## src/rtl/lbist_if.sv

```systemverilog
// LBIST controller bus: run control, CUT drive/response and result.
interface lbist_if #(
    parameter int WIDTH = 8
);
    logic             start;
    logic [WIDTH-1:0] resp_in;
    logic [WIDTH-1:0] pat_out;
    logic             pat_valid;
    logic             busy;
    logic             done;
    logic             pass;
    logic [WIDTH-1:0] signature;

    modport master (
        output start, resp_in,
        input  pat_out, pat_valid, busy, done, pass, signature
    );

    modport slave (
        input  start, resp_in,
        output pat_out, pat_valid, busy, done, pass, signature
    );
endinterface

```

## src/rtl/lbist_controller.sv

```systemverilog
// Logic BIST controller: LFSR pattern source, MISR response compactor,
// golden-signature compare after a fixed pattern count.
module lbist_controller #(
    parameter int               WIDTH  = 8,
    parameter logic [WIDTH-1:0] TAPS   = 'hB8,
    parameter logic [WIDTH-1:0] SEED   = 'h01,
    parameter int               NPAT   = 255,
    parameter int               LAT    = 0,
    parameter logic [WIDTH-1:0] GOLDEN = 'h00
) (
    input logic   C,
    input logic   R,
    lbist_if.slave bus
);
    localparam int RUNLEN = NPAT + LAT;
    localparam int CW     = $clog2(RUNLEN + 1);

    localparam logic [WIDTH-1:0] SEED_V = (SEED == '0) ? WIDTH'(1) : SEED;
    localparam logic [CW-1:0]    LAST   = CW'(RUNLEN - 1);
    localparam logic [CW-1:0]    NPAT_C = CW'(NPAT);

    typedef enum logic [2:0] {
        S_IDLE,
        S_SEED,
        S_RUN,
        S_CMP,
        S_DONE
    } state_t;

    state_t           state_q, state_d;
    logic [WIDTH-1:0] lfsr_q, lfsr_d;
    logic [WIDTH-1:0] misr_q, misr_d;
    logic [CW-1:0]    cnt_q, cnt_d;
    logic             pass_q, pass_d;
    logic             pat_vld;
    logic             cap;

    function automatic logic [WIDTH-1:0] step(input logic [WIDTH-1:0] v);
        return {v[WIDTH-2:0], ^(v & TAPS)};
    endfunction

    // With one cycle of CUT latency the first RUN cycle has nothing to capture.
    assign pat_vld = (state_q == S_RUN) && (cnt_q < NPAT_C);
    assign cap     = (state_q == S_RUN) && ((LAT == 0) || (cnt_q != '0));

    always_comb begin
        state_d = state_q;
        lfsr_d  = lfsr_q;
        misr_d  = misr_q;
        cnt_d   = cnt_q;
        pass_d  = pass_q;
        unique case (state_q)
            S_IDLE: begin
                if (bus.start) state_d = S_SEED;
            end
            S_SEED: begin
                lfsr_d  = SEED_V;
                misr_d  = '0;
                cnt_d   = '0;
                pass_d  = 1'b0;
                state_d = S_RUN;
            end
            S_RUN: begin
                if (pat_vld) lfsr_d = step(lfsr_q);
                if (cap) misr_d = step(misr_q) ^ bus.resp_in;
                if (cnt_q == LAST) state_d = S_CMP;
                else cnt_d = cnt_q + 1'b1;
            end
            S_CMP: begin
                pass_d  = (misr_q == GOLDEN);
                state_d = S_DONE;
            end
            S_DONE: begin
                if (bus.start) state_d = S_SEED;
            end
            default: state_d = S_IDLE;
        endcase
    end

    always_ff @(posedge C or posedge R) begin
        if (R) begin
            state_q <= S_IDLE;
            lfsr_q  <= '0;
            misr_q  <= '0;
            cnt_q   <= '0;
            pass_q  <= 1'b0;
        end else begin
            state_q <= state_d;
            lfsr_q  <= lfsr_d;
            misr_q  <= misr_d;
            cnt_q   <= cnt_d;
            pass_q  <= pass_d;
        end
    end

    assign bus.pat_out   = lfsr_q;
    assign bus.pat_valid = pat_vld;
    assign bus.busy      = (state_q == S_SEED) || (state_q == S_RUN)
                        || (state_q == S_CMP);
    assign bus.done      = (state_q == S_DONE);
    assign bus.pass      = pass_q;
    assign bus.signature = misr_q;
endmodule
```

## src/flat_wrapper.sv

```systemverilog
// flat-port wrapper written by rule: the top's interface ports become plain ports
module lbist_controller_flat 
#(
    parameter int               WIDTH  = 8,
    parameter logic [WIDTH-1:0] TAPS   = 'hB8,
    parameter logic [WIDTH-1:0] SEED   = 'h01,
    parameter int               NPAT   = 255,
    parameter int               LAT    = 0,
    parameter logic [WIDTH-1:0] GOLDEN = 'h00
)
  (C, R, bus_start, bus_resp_in, bus_pat_out, bus_pat_valid, bus_busy, bus_done, bus_pass, bus_signature);
  lbist_if #(.WIDTH(WIDTH)) bus_i ();
  input logic C;
  input logic R;
  input wire logic [$bits(bus_i.start)-1:0] bus_start;
  input wire logic [$bits(bus_i.resp_in)-1:0] bus_resp_in;
  output wire logic [$bits(bus_i.pat_out)-1:0] bus_pat_out;
  output wire logic [$bits(bus_i.pat_valid)-1:0] bus_pat_valid;
  output wire logic [$bits(bus_i.busy)-1:0] bus_busy;
  output wire logic [$bits(bus_i.done)-1:0] bus_done;
  output wire logic [$bits(bus_i.pass)-1:0] bus_pass;
  output wire logic [$bits(bus_i.signature)-1:0] bus_signature;
  assign bus_i.start = bus_start;
  assign bus_i.resp_in = bus_resp_in;
  assign bus_pat_out = bus_i.pat_out;
  assign bus_pat_valid = bus_i.pat_valid;
  assign bus_busy = bus_i.busy;
  assign bus_done = bus_i.done;
  assign bus_pass = bus_i.pass;
  assign bus_signature = bus_i.signature;
  lbist_controller #(.WIDTH(WIDTH), .TAPS(TAPS), .SEED(SEED), .NPAT(NPAT), .LAT(LAT), .GOLDEN(GOLDEN)) u_core (.C(C), .R(R), .bus(bus_i));
endmodule
```

## config.mk

```make
export PLATFORM = sky130hd
export DESIGN_NAME = lbist_controller_flat
export DESIGN_NICKNAME = d
export VERILOG_FILES = /design/src/rtl/lbist_if.sv /design/src/rtl/lbist_controller.sv /design/src/flat_wrapper.sv
export SDC_FILE = /design/constraint.sdc
export NUM_CORES = 1
export LEC_CHECK = 0
export BUFFER_PORTS_ARGS = -buffer_cell sky130_fd_sc_hd__buf_4
export CAP_MARGIN = 0
export CORE_ASPECT_RATIO = 0.6
export CORE_MARGIN = 2
export CORE_UTILIZATION = 50
export CTS_BUF_LIST = sky130_fd_sc_hd__clkbuf_4
export CTS_CLUSTER_SIZE = 8
export DETAILED_ROUTE_END_ITERATION = 7
export PLACE_DENSITY = 0.88
export SETUP_SLACK_MARGIN = 0.3
export SLEW_MARGIN = 20
export SYNTH_ARGS = -nofsm -noshare
export SYNTH_HDL_FRONTEND = slang
export SYNTH_SLANG_ARGS = --single-unit
```

## constraint.sdc

```tcl
create_clock -name C -period 1.6 [get_ports C]
set_clock_uncertainty 0.1 [all_clocks]
set_input_delay 0.4 -clock C [delete_from_list [all_inputs] [get_ports C]]
set_output_delay 0.4 -clock C [all_outputs]
set_load 0.01 [all_outputs]
```

==> out/qor.txt, run 1 <==
design area -> 2450 sq um
synth cell count leaders -> dfrtp_1, nand2_1, o21ai_0, nand3_1
Worst Tran Pin Value -> 0.364 ns
Num Clock Sinks -> 28
flop2flop setup slack -> -0.26 ns
Synth cell types -> 33
Crit. End Element -> output pin
Die Y -> 45.1 microns
most common cell in the synthesized netlist -> dfrtp_1
Critical Path Start Type -> flop
Layout area overhead -> 73.7%
Cells after DPL -> 211
RSZ-0062 raised after global routing -> yes
CTS root buffer -> clkbuf_4
vias in the first global route -> 1628
critical path class -> flop to output pin
Top Ports -> 31
Worst path max stage delay -> 0.47 ns
Worst-path clk slew -> 0.19 ns
Synth area leader -> dfrtp_1
endpoints failing setup -> 27
Post-Synthesis Cells -> 144
starting density of the core -> 54.3%
routed wire length -> 7540 microns
post-DP HPWL -> 2580 microns
RR Endpoint -> u_core.cnt_q[1]
FF-to-FF path depth -> 7
iteration-0 DRC count of the detailed router -> 287
crit-path cells -> nand4_1 > o21a_1 > buf_6
crit path max fanout -> 5
Post-synth EDFFs -> 0
R2R Path Start -> u_core.cnt_q[0]
Core Area -> 2590 sq um
Slew Limit Headroom -> 75.4%
crit path time final -> 1.99 ns
register area share after synthesis -> 49.7%
PortBufs -> 30
fin worst setup slack -> -0.392 ns
GR Overflow Total -> 0
Yosys top cell area share -> 49.7%
Worst Path Arrival -> 1.49 ns
violated checks -> negative hold slack, negative setup slack
number of nets with antenna violations after routing -> 0
synthesized area per cell -> 9.78 sq um
Fin Setup TNS -> -3.28 ns
DP Area -> 1740 sq um
gr usage total -> 39.1%
initial antenna violation count -> 0
total nets after synthesis -> 158
routed length per placed instance -> 28.9 microns
Pwr per Cell Area -> 2150 nW/um^2
outcome -> finished with violations
number of antenna diodes -> 0
Skew-Pair Late Insertion Delay -> 0.39 ns
Vias/cell -> 6.92
Synthesis Warnings -> 0
utilization after layout -> 94.4%
CP max stage cell -> dfrtp_2
worst hold path class -> input port to async pin
top post-synthesis cells by area -> dfrtp_1, nand2_1, a22o_1
FF+latch count, synth -> 28
Final Hold Fails -> 16
Critical Path RT -> 1.10 ns
Lkg Pwr -> 1.17 nW
TritonRoute pass-1 iters -> 5
first-pass GRT wire length -> 9010 microns
die area -> 3270 sq um
Async SR Flop Fraction -> 100%
hold_buf cts -> 0
placer congestion estimate -> 0.861
DRC -> 0
max frequency -> 502 MHz
Final #Nets -> 244
Die Wd -> 72.5 microns
Final Non-Filler Cells -> 261
period utilization -> 125%
number of buffers created by CTS -> 3
Fin Hold WS -> -0.0336 ns
detailed-route via count -> 1807
proportion of layout cells with a drive suffix above 1 -> 56.3%
Core Rows -> 14
maxcap violations -> 0
Max Buffers Root-to-Sink -> 2
CTS tree -> built
Pins Over Slew Limit -> 0
largest net degree at the start of global routing -> 29
ys flop type -> dfrtp_1
CTS H-tree lvls -> 1
VDD IR max -> 2.03 mV
Cell Area, Synth -> 1410 sq um
[through the flow]
step / power (W) / worst slack (ns)
after floorplan: 0.00219 / -0.0198
after global placement: 0.00275 / 0.0961
after detailed placement: 0.00285 / 0.0361
after CTS: 0.00408 / -0.265
after global routing: 0.00532 / -0.413
final: 0.00526 / -0.392
[registers in the layout, summed over array words and instances, names as in the netlist]
name / count
u_core.bus.pass: 1
u_core.cnt_q: 8
u_core.state_q: 3
u_core.bus.pat_out: 8
u_core.bus.signature: 8
[critical path: cells and delay by family, from the launching register on]
family | cells | cell delay [ns]
DFF | 1 | 0.47
buffers and inverters | 1 | 0.14
AOI/OAI and AO/OA | 1 | 0.29
and+or+nand+nor | 1 | 0.21
[final cells by class]
cell class              count  area, sq um
multi-input cells         106          833
repair buffers             84          786
flip-flops and latches     28          707
fillers                    60          145
well taps                  32         40.0
clock inverters             1         30.0
inverters                   7         28.8
clock buffers               3         22.5
[how the worst max path moves through the flow]
| stage | from | end |
|---|---|---|
| floorplan | u_core.state_q[2] | bus_pat_valid |
| global placement | u_core.cnt_q[1] | bus_pat_valid |
| detailed placement | u_core.state_q[0] | u_core.cnt_q[1] |
| CTS | u_core.state_q[0] | bus_pat_valid |
| global route | u_core.cnt_q[0] | bus_pat_valid |
| finish | u_core.cnt_q[5] | bus_pat_valid |
[cells in the final DEF (no fill, tap or decap), types with 2 or more instances in the layout]
master | synthesis | final
nand3_2 | 0 | 2
a22o_1 | 8 | 8
xor2_1 | 8 | 7
nand2_2 | 0 | 4
dfrtp_2 | 0 | 5
o21ai_2 | 0 | 3
o21ai_1 | 0 | 5
dfrtp_1 | 28 | 23
a21oi_1 | 4 | 3
nor3_2 | 0 | 4
clkbuf_4 | 0 | 3
nor2_1 | 7 | 2
nand2b_4 | 0 | 2
buf_6 | 0 | 28
buf_4 | 1 | 52
o21ai_0 | 13 | 5
nor2_2 | 1 | 2
nand2_1 | 21 | 16
inv_1 | 7 | 6
buf_12 | 0 | 2
nor3_1 | 6 | 2
nand3_1 | 9 | 7
nor2_4 | 0 | 5
a31oi_1 | 2 | 2
xnor2_1 | 5 | 5
[power breakdown]
group / leakage, nW / switching [W] / internal, W
Combinational: 0.780 / 0.00173 / 0.00179
Clock: 0.0279 / 0.000261 / 0.000254
Sequential: 0.362 / 0.000262 / 0.000959
[logic make-up after synthesis]
logic type / Yosys count / share of synthesized area, %
compound gates: 31 / 14.2
xor+xnor: 13 / 8.08
fa+ha+maj: 3 / 2.66
buf+inv: 11 / 3.46
flops: 28 / 49.7
mux: 1 / 0.711
simple gates: 57 / 21.1
[what timing repair did]
action                                  CTS  global route
resized for setup                        45            39
endpoints found under the setup margin   46            48
gates cloned                              1             1
setup buffers                            27            17
pin swaps                                 8            11
[routing by layer]
| layer | wire [microns] | part of all wire, % | global-route usage, % |
|---|---|---|---|
| met1 | 2690 | 36 | 47.4 |
| met2 | 3090 | 41 | 62.5 |
| met3 | 1060 | 14 | 11.6 |
| met4 | 707 | 9.4 | 24.4 |
| met5 | 0 | 0 | 0 |
No activity file was read; power rests on OpenSTA's default activity.
==> run 2, diff against run 1 <==
--- a/config.mk
+++ b/config.mk
@@ -5,7 +5,7 @@
 export SDC_FILE = /design/constraint.sdc
 export NUM_CORES = 1
 export LEC_CHECK = 0
-export BUFFER_PORTS_ARGS = -buffer_cell sky130_fd_sc_hd__buf_4
+export ABC_AREA = 1
 export CAP_MARGIN = 0
 export CORE_ASPECT_RATIO = 0.6
 export CORE_MARGIN = 2
@@ -13,7 +13,8 @@
 export CTS_BUF_LIST = sky130_fd_sc_hd__clkbuf_4
 export CTS_CLUSTER_SIZE = 8
 export DETAILED_ROUTE_END_ITERATION = 7
-export PLACE_DENSITY = 0.88
+export DONT_BUFFER_PORTS = 1
+export PLACE_DENSITY = 0.79
 export SETUP_SLACK_MARGIN = 0.3
 export SLEW_MARGIN = 20
 export SYNTH_ARGS = -nofsm -noshare
==> out/qor.txt, run 2 <==
Reg area -> 719 sq um
vias in the first global route -> 1172
endpoints failing setup -> 11
DP Area -> 1620 sq um
Clk network pwr share -> 13.1%
TritonRoute pass-1 iters -> 5
detailed-route via count -> 1386
Int Pwr -> 0.00198 W
number of nets with antenna violations after routing -> 0
routed wire length -> 3770 microns
crit path time final -> 1.79 ns
violated checks -> negative setup slack
Yosys top cell area share -> 45.8%
Die Y -> 46.9 microns
max frequency -> 558 MHz
Core Area -> 2890 sq um
Layout area overhead -> 31.4%
number of buffers created by CTS -> 3
Fin Hold WS -> 0.104 ns
WP buf/inv -> 1
die area -> 3530 sq um
utilization after layout -> 69.6%
PortBufs -> 0
starting density of the core -> 52.9%
fin worst setup slack -> -0.191 ns
design area -> 2010 sq um
register area share after synthesis -> 45.8%
most common cell in the synthesized netlist -> nand2_1
Worst-path clk slew -> 0.15 ns
Vias/cell -> 5.29
Max Buffers Root-to-Sink -> 2
Cell Area, Synth -> 1530 sq um
FF+latch count, synth -> 28
Synth area leader -> dfrtp_1
sequential power share -> 33.1%
Slew Limit Headroom -> 76.4%
multi-input logic area -> 881 sq um
Crit. End Element -> output pin
Num Clock Sinks -> 28
crit path max fanout -> 5
Post-synth EDFFs -> 0
maxcap violations -> 0
Final #Nets -> 235
synthesized area per cell -> 7.65 sq um
CTS tree -> built
Die Wd -> 75.4 microns
most frequent cells in the layout -> nand2_1, inv_1, nand3_1, nor2_1, dfrtp_2
Critical Path Start Type -> flop
RSZ-0062 raised after global routing -> yes
first-pass GRT wire length -> 5610 microns
critical path class -> flop to output pin
ys flop type -> dfrtp_1
Pins Over Slew Limit -> 0
gr usage total -> 21.9%
Critical Path RT -> 1.10 ns
Lkg Pwr -> 0.931 nW
Final Hold Fails -> 0
Net Sw Frac -> 45.3%
Async SR Flop Fraction -> 100%
Worst Path Arrival -> 1.29 ns
Synth cell types -> 24
Worst Tran Pin Value -> 0.353 ns
Top Ports -> 31
worst hold path class -> input port to flop
Core Rows -> 15
CTS H-tree lvls -> 1
crit-path cells -> nand2_2 > nor2_2 > nand2_2 > nand2_2 > inv_2
DRC -> 0
number of antenna diodes -> 0
largest net degree at the start of global routing -> 29
VDD IR max -> 1.02 mV
Post-Synthesis Cells -> 200
GR Overflow Total -> 0
proportion of layout cells with a drive suffix above 1 -> 40.9%
CP delay by family, top -> flip-flops
Synthesis Warnings -> 0
initial antenna violation count -> 0
period utilization -> 112%
Logic pwr share -> 53.8%
placer congestion estimate -> 0.819
synth cell count leaders -> nand2_1, dfrtp_1, inv_1, nand3_1, nor2_1
routed length per placed instance -> 14.4 microns
P_sw -> 0.00164 W
top post-synthesis cells by area -> dfrtp_1, nand2_1, nand3_1
CP max stage cell -> dfrtp_1
commonest non-fill, non-tap cell in the layout -> nand2_1
post-DP HPWL -> 2290 microns
CP most frequent cell -> nand2_2
Skew-Pair Late Insertion Delay -> 0.34 ns
total nets after synthesis -> 214
Worst path max stage delay -> 0.47 ns
Pwr per Cell Area -> 1800 nW/um^2
outcome -> finished with violations
iteration-0 DRC count of the detailed router -> 63
CTS root buffer -> clkbuf_4
layout filler cell count -> 213
run 2: changes by cell type in the layout (fill, tap and decap cells not counted), sizes merged, moves of 7 or more:
cell / previous run / this run
nand2: 21 / 63
xor2: 8 / 1
inv: 7 / 28
nor2: 9 / 21
a22o: 8 / 0
nand3: 9 / 23
buf: 83 / 19
run 2: layout make-up:
type | count | area share, %
Inverter | 28 | 6.10
Clock buffer | 3 | 1.12
Multi-Input combinational cell | 140 | 43.8
Sequential cell | 28 | 35.8
Clock inverter | 1 | 1.49
Timing Repair Buffer | 20 | 9.09
Tap cell | 42 | 2.61
run 2: worst min-delay path, delay by kind of cell:
family	cells	cell delay (ns)
AO/OA/AOI/OAI	1	0.06
buffers and inverters	1	0.04
AND/OR/NAND/NOR	1	0.03
run 2: per-stage QoR:
| stage | worst slack [ns] | cells | TNS (ns) | total power (W) |
|---|---|---|---|---|
| finish | -0.191 | 262 | -1.40 | 0.00363 |
| global route | -0.247 | 262 | -2.13 | 0.00389 |
| CTS | -0.153 | 259 | -0.445 | 0.00326 |
| detailed placement | 0.112 | 243 | 0 | 0.00236 |
| global placement | 0.152 | 243 | 0 | 0.00234 |
| floorplan | 0.211 | 200 | 0 | 0.00210 |
run 2: cell families (layout without fill, tap and decap cells):
group	count (synthesis)	after routing	synth area share (%)
buffers and inverters	32	52	8.83
adders and majority gates	3	3	2.45
AOI/OAI and AO/OA	19	19	7.77
xor gates and xnor gates	7	7	4.01
and+or+nand+nor	111	111	31.2
DFF	28	28	45.8
run 2: final timing paths:
path,from,slack [ns],to,depth (start not counted)
max in group asynchronous,R,0.68,u_core.bus.signature[4],3
worst max-delay path,u_core.cnt_q[5],-0.19,bus_pat_valid,5
min in group asynchronous,R,0.44,u_core.bus.signature[1],3
worst min register to register,u_core.bus.pat_out[0],0.47,u_core.bus.pat_out[0],2
worst max register to register,u_core.cnt_q[0],-0.17,u_core.cnt_q[7],11
worst min-delay path,bus_resp_in[3],0.10,u_core.bus.signature[3],3
run 2: timing repair:
item	CTS	global route
cloned	0	1
endpoints found under the hold margin	28	0
hold buffers	1	0
pin swaps	5	6
setup buffers	11	2
resized for setup	36	42
endpoints found under the setup margin	40	47
run 2: layer usage:
| metal | up-vias | part of all wire (%) | GRT usage, % |
|---|---|---|---|
| met1 | 650 | 44 | 31.9 |
| met3 | 9 | 7.5 | 7.08 |
| met2 | 55 | 46 | 32.5 |
| met5 | - | 0 | 0 |
| li1 | 672 | - | - |
| met4 | 0 | 1.7 | 4.21 |
run 2: power groups by stage:
stage / combinational, W / clock [W] / sequential (W)
2_1_floorplan: 0.000967 / 0 / 0.00113
3_3_place_gp: 0.00116 / 0 / 0.00118
3_5_place_dp: 0.00117 / 0 / 0.00119
4_1_cts: 0.00161 / 0.000483 / 0.00117
5_1_grt: 0.00215 / 0.000516 / 0.00123
6_report: 0.00195 / 0.000477 / 0.00120
